**src/rtl/tp_tx_bridge_if.sv**
```systemverilog
// Producer and async-stage signals of the sync-to-two-phase bridge.
// The bridge takes the slave modport. The driver side (producer plus
// async stage model) takes the master modport.
interface tp_tx_bridge_if #(
   parameter int DATA_W = 3
);
   logic              s_valid;
   logic              s_ready;
   logic [DATA_W-1:0] s_data;
   logic              valid_out;
   logic              ack_in;
   logic [DATA_W-1:0] data_out;
   logic              busy;
   logic              timeout_err;

   modport master (
      output s_valid, s_data, ack_in,
      input  s_ready, valid_out, data_out, busy, timeout_err
   );

   modport slave (
      input  s_valid, s_data, ack_in,
      output s_ready, valid_out, data_out, busy, timeout_err
   );
endinterface

```
**src/rtl/tp_tx_bridge.sv**
```systemverilog
// Synchronous producer FIFO feeding a two-phase bundled-data request channel.
// data_out is loaded once per word and then held for SETUP_CYC cycles before
// valid_out toggles. The word leaves the FIFO only after the synchronized
// acknowledge matches valid_out.
module tp_tx_bridge #(
   parameter int DATA_W      = 3,
   parameter int DEPTH       = 4,
   parameter int SETUP_CYC   = 2,
   parameter int TIMEOUT_CYC = 255
) (
   input logic           clk,
   input logic           rst,
   tp_tx_bridge_if.slave bus
);
   localparam int PTR_W = $clog2(DEPTH);
   localparam int CNT_W = PTR_W + 1;
   localparam int SET_W = $clog2(SETUP_CYC + 1);
   localparam int TMO_W = $clog2(TIMEOUT_CYC + 1);

   localparam logic [CNT_W-1:0] CNT_FULL = CNT_W'(DEPTH);
   localparam logic [SET_W-1:0] SET_LAST = SET_W'(SETUP_CYC - 1);
   localparam logic [TMO_W-1:0] TMO_MAX  = TMO_W'(TIMEOUT_CYC);

   typedef enum logic [1:0] {IDLE, SETUP, WAIT_ACK} state_t;

   state_t            state;
   logic [DATA_W-1:0] mem [DEPTH];
   logic [PTR_W-1:0]  wr_ptr, rd_ptr;
   logic [CNT_W-1:0]  count;
   logic              ack_s1, ack_s2;
   logic [SET_W-1:0]  set_cnt;
   logic [TMO_W-1:0]  tmo_cnt;
   logic              valid_q;
   logic [DATA_W-1:0] data_q;
   logic              err_q;
   logic              s_ready;
   logic              push, pop;

   // s_ready comes from the registered count only. A pop in the same cycle
   // does not open a slot until the next cycle.
   assign s_ready = (count < CNT_FULL);
   assign push    = bus.s_valid && s_ready && !rst;
   assign pop     = (state == WAIT_ACK) && (ack_s2 == valid_q);

   assign bus.s_ready     = s_ready;
   assign bus.valid_out   = valid_q;
   assign bus.data_out    = data_q;
   assign bus.timeout_err = err_q;
   assign bus.busy        = (count != '0) || (state != IDLE);

   // ack_in is asynchronous to clk. Only the second flop is observed.
   always_ff @(posedge clk) begin
      if (rst) begin
         ack_s1 <= 1'b0;
         ack_s2 <= 1'b0;
      end else begin
         ack_s1 <= bus.ack_in;
         ack_s2 <= ack_s1;
      end
   end

   // FIFO storage. The contents need no reset because count gates every read.
   always_ff @(posedge clk) begin
      if (push) mem[wr_ptr] <= bus.s_data;
   end

   // Circular pointers and occupancy. Push and pop together leave count unchanged.
   always_ff @(posedge clk) begin
      if (rst) begin
         wr_ptr <= '0;
         rd_ptr <= '0;
         count  <= '0;
      end else begin
         if (push) wr_ptr <= wr_ptr + 1'b1;
         if (pop)  rd_ptr <= rd_ptr + 1'b1;
         case ({push, pop})
            2'b10:   count <= count + 1'b1;
            2'b01:   count <= count - 1'b1;
            default: ;
         endcase
      end
   end

   // Transfer FSM. The head word is loaded, held through the setup window,
   // and the request is then raised by toggling valid_out. A stale acknowledge
   // (ack_s2 != valid_out) holds the FSM in IDLE and is never counted as a completion.
   always_ff @(posedge clk) begin
      if (rst) begin
         state   <= IDLE;
         valid_q <= 1'b0;
         data_q  <= '0;
         set_cnt <= '0;
         tmo_cnt <= '0;
         err_q   <= 1'b0;
      end else begin
         case (state)
            IDLE: begin
               if (count != '0 && ack_s2 == valid_q) begin
                  data_q  <= mem[rd_ptr];
                  set_cnt <= '0;
                  state   <= SETUP;
               end
            end
            SETUP: begin
               set_cnt <= set_cnt + 1'b1;
               if (set_cnt == SET_LAST) begin
                  valid_q <= ~valid_q;
                  tmo_cnt <= '0;
                  state   <= WAIT_ACK;
               end
            end
            WAIT_ACK: begin
               if (ack_s2 == valid_q) begin
                  state <= IDLE;
               end else if (tmo_cnt != TMO_MAX) begin
                  // The counter saturates and the error flag stays set until reset.
                  // The request stays up: no retransmit and no drop.
                  tmo_cnt <= tmo_cnt + 1'b1;
                  if (tmo_cnt == TMO_MAX - 1'b1) err_q <= 1'b1;
               end
            end
            default: state <= IDLE;
         endcase
      end
   end
endmodule

```
**src/flat_wrapper.sv**
```systemverilog
// flat-port wrapper written by rule: the top's interface ports become plain ports
module tp_tx_bridge_flat 
#(
   parameter int DATA_W      = 3,
   parameter int DEPTH       = 4,
   parameter int SETUP_CYC   = 2,
   parameter int TIMEOUT_CYC = 255
)
  (clk, rst, bus_s_valid, bus_s_data, bus_ack_in, bus_s_ready, bus_valid_out, bus_data_out, bus_busy, bus_timeout_err);
  tp_tx_bridge_if #(.DATA_W(DATA_W)) bus_i ();
  input logic clk;
  input logic rst;
  input wire logic [$bits(bus_i.s_valid)-1:0] bus_s_valid;
  input wire logic [$bits(bus_i.s_data)-1:0] bus_s_data;
  input wire logic [$bits(bus_i.ack_in)-1:0] bus_ack_in;
  output wire logic [$bits(bus_i.s_ready)-1:0] bus_s_ready;
  output wire logic [$bits(bus_i.valid_out)-1:0] bus_valid_out;
  output wire logic [$bits(bus_i.data_out)-1:0] bus_data_out;
  output wire logic [$bits(bus_i.busy)-1:0] bus_busy;
  output wire logic [$bits(bus_i.timeout_err)-1:0] bus_timeout_err;
  assign bus_i.s_valid = bus_s_valid;
  assign bus_i.s_data = bus_s_data;
  assign bus_i.ack_in = bus_ack_in;
  assign bus_s_ready = bus_i.s_ready;
  assign bus_valid_out = bus_i.valid_out;
  assign bus_data_out = bus_i.data_out;
  assign bus_busy = bus_i.busy;
  assign bus_timeout_err = bus_i.timeout_err;
  tp_tx_bridge #(.DATA_W(DATA_W), .DEPTH(DEPTH), .SETUP_CYC(SETUP_CYC), .TIMEOUT_CYC(TIMEOUT_CYC)) u_core (.clk(clk), .rst(rst), .bus(bus_i));
endmodule
```
**config.mk**
```make
export PLATFORM = sky130hd
export DESIGN_NAME = tp_tx_bridge_flat
export DESIGN_NICKNAME = d
export VERILOG_FILES = /design/src/rtl/tp_tx_bridge_if.sv /design/src/rtl/tp_tx_bridge.sv /design/src/flat_wrapper.sv
export SDC_FILE = /design/constraint.sdc
export NUM_CORES = 1
export LEC_CHECK = 0
export ABC_AREA = 1
export BUFFER_PORTS_ARGS = -buffer_cell sky130_fd_sc_hd__buf_2
export CORE_MARGIN = 2
export CORE_UTILIZATION = 40
export DETAILED_ROUTE_END_ITERATION = 7
export SETUP_SLACK_MARGIN = 0.3
export SLEW_MARGIN = 15
export SYNTH_ARGS = -nofsm -noshare
export SYNTH_HDL_FRONTEND = slang
export SYNTH_SLANG_ARGS = --single-unit
```
**constraint.sdc**
```tcl
create_clock -name clk -period 3.7 [get_ports clk]
set_input_delay 0.37 -clock clk [delete_from_list [all_inputs] [get_ports clk]]
set_output_delay 0.37 -clock clk [all_outputs]
set_load 0.05 [all_outputs]
```
==> out/qor.yml <==
grt_pass1_wl_um: 5526
drtIter0Drc: 73
yosys-top-cells-count: "inv_1 (34), nor2_1 (31), dfxtp_1 (26)"
max_freq_mhz: 461.3
grt_util_all_layers: 0.1411
synthesis.area_um2: 1778
io_pins: 14
drv_cap: 0
synth-seq-cells: 38
slew_viol_final: 0
multi_input_area_um2: 753.2
avgSynthCellArea_um2: 8.426
rrSetupSlack_ns: 1.57
drc: 0
ys_warn_count: 0
stdcell_area_um2: 1978
setup_viol: 0
start_util: 0.4112
path_buf_inv: 3
core_um2: 4324
synth-edff-count: 12
regArea_um2: 880.8
leakagePower_nw: 0.7482
r2r_end: "u_core.count[2]$_SDFFE_PP0P_"
firstDrtPassIters: 4
drtAntennaViolNets: 0
fin_crit_sh: 0.5859
placed_area_um2: 1896
clock_skew_ns: 0.004972
clock_latency_ns: 0.29
drt-total-wl_um: 3223
die_h_um: 70.67
gp_congestion: 0.8001
critical_path.top_delay_family: "adder cells"
tns_ns: 0
fillCellCount: 457
finalWorstPathRequiredPeriod_ns: 2.168
cts_max_level: 2
cts_resized: 0
syn_inst: 211
layout-drive-gt1-share: 0.1397
cts_sinks: 38
cts_setup_buffers: 0
status: "completed"
rsz0062_at_grt: "no"
hpwl_um: 2395
grt_max_degree: 15
finalHoldViolations: 0
async_flop_share: 0
io_buffer_count: 13
cp.arrival_ns: 2.34
relSlewSlack: 0.7625
peakVddDrop_v: 0.0002661
crit_path_start_kind: "input pin"
ys_types: 26
die_x_um: 70.67
dominantRegCellSynth: "dfxtp_1"
syn_nets: 227
antenna_found_initial: 0
hold_path.class: "input pin to flip-flop"
netlist_top_cells_area: "dfxtp_1 (29%), edfxtp_1 (20%), inv_1 (7.2%), a21oi_1 (7.0%), nor2_1 (6.5%)"
die_area_um2: 4994
cp-end-kind: "flip-flop"
critical_path.slowest_cell: "fa_1"
overflow: 0
nets: 244
routedWlPerCell_um: 11.47
syn_to_final_growth_pct: 11.26
num_antenna_cells: 0
synth_seq_area_share: 0.4954
synth_top_area_share: 0.2928
viasPerCell: 4.786
hp-start: "bus_s_data[1]"
cts_buffer_depth: 2
clkTransAtPathRegs_ns: 0.07
ff2ff_path_depth: 11
yosys.area.top_type: "dfxtp_1"
worst_pin_slew_ns: 0.3559
grt_pass1_vias: 1250
synth_most_common_cell: "inv_1"
worstPathCellList: "buf_2 > inv_1 > nand3_1 > ha_1 > inv_1 > fa_1 > a21oi_1 > o21ai_0 > o21ai_0 > a21oi_1"
whs_endpoint: "u_core.mem[1][1]$_DFFE_PP_"
ctsHoldBuffers: 0
numCtsBuffers: 5
power_density_nw_per_um2: 415.8
cp_max_fo: 14
cp_slowest_stage_delay_ns: 0.43
required_ns: 3.87
r2r_start: "u_core.state[1]$_SDFFE_PP0P_"
rows: 24
cts_tree: "built"
clk_root_buffer_cell: "clkbuf_8"
dr_total_vias: 1345
whs_path_depth: 1
path_class: "input pin to flip-flop"
[state kept, by name, indices dropped and copies added, names as in the netlist]
name,cells
u_core.ack_s1,1
u_core.tmo_cnt,8
u_core.count,3
u_core.ack_s2,1
u_core.state,2
u_core.rd_ptr,2
u_core.bus.timeout_err,1
u_core.mem,12
u_core.wr_ptr,2
u_core.bus.valid_out,1
u_core.set_cnt,2
u_core.bus.data_out,3
[worst reg2reg max path, cell delays in order (launching register included)]
cell	delay (ns)
dfxtp_1	0.36
inv_1	0.08
nor2_4	0.14
inv_1	0.15
a21oi_4	0.17
ha_1	0.16
inv_1	0.07
fa_1	0.43
a21oi_1	0.14
o21ai_0	0.11
o21ai_0	0.15
a21oi_1	0.05
[worst max path at each step]
stage | start | to | slack, ns | depth (start not counted)
2_1_floorplan | u_core.bus.valid_out$_SDFFE_PP0P_ | u_core.count[2]$_SDFFE_PP0P_ | 1.44 | 9
3_3_place_gp | rst | u_core.count[2]$_SDFFE_PP0P_ | 1.29 | 10
3_5_place_dp | rst | u_core.count[2]$_SDFFE_PP0P_ | 1.22 | 10
4_1_cts | rst | u_core.count[2]$_SDFFE_PP0P_ | 1.53 | 10
5_1_grt | rst | u_core.count[2]$_SDFFE_PP0P_ | 1.36 | 10
6_report | rst | u_core.count[2]$_SDFFE_PP0P_ | 1.53 | 10
[logic make-up after synthesis]
kind of cell    Yosys count  synth area share
simple gates             73            0.1935
flops                    38            0.4954
compound gates           53            0.1626
buf+inv                  38           0.08092
fa+ha+maj                 9           0.06756
[through the flow]
stage / util / total power, mW / hold slack (ns) / instances / worst slack [ns]
after floorplan: - / 0.5341 / 0.3883 / 211 / 1.442
after global placement: 0.4384 / 0.5578 / 0.3901 / 273 / 1.294
after detailed placement: 0.4384 / 0.5586 / 0.3925 / 273 / 1.224
after CTS: 0.4575 / 0.8336 / 0.2888 / 281 / 1.529
after global routing: 0.4575 / 0.8617 / 0.2858 / 281 / 1.360
final: 0.4575 / 0.8226 / 0.2982 / 281 / 1.532
[power breakdown]
group | switching (mW) | internal, mW | total (mW) | leakage, nW
Sequential | 0.00786 | 0.445 | 0.453 | 0.320
Clock | 0.144 | 0.131 | 0.274 | 0.0450
Combinational | 0.0681 | 0.0275 | 0.0956 | 0.383
Total | 0.220 | 0.603 | 0.823 | 0.748
[area by class of cell]
cell class / instances / share of cell area
Clock inverter: 2 / 0.005060
Multi-Input combinational cell: 135 / 0.3808
Inverter: 35 / 0.06641
Clock buffer: 6 / 0.03669
Tap cell: 52 / 0.03289
Timing Repair Buffer: 13 / 0.03289
Sequential cell: 38 / 0.4453
[cells in the final DEF (no fill, tap or decap), drive strengths merged]
cell	n
nor3	1
edfxtp	12
nor2	34
ha	8
or2	1
dfxtp	26
buf	13
clkbuf	6
o21a	3
a21oi	26
clkinv	2
nand2	24
inv	35
nand4	3
o21ai	20
and2	1
o22ai	4
fa	1
nand3	9
[per-layer routing]
layer / vias up / global-route usage / routed length [um]
li1: 723 / - / -
met1: 595 / 0.1855 / 1578
met2: 21 / 0.2138 / 1456
met3: 6 / 0.04274 / 135
met4: 0 / 0.06709 / 53
met5: - / 0 / 0
No activity file was read; power rests on OpenSTA's default activity.
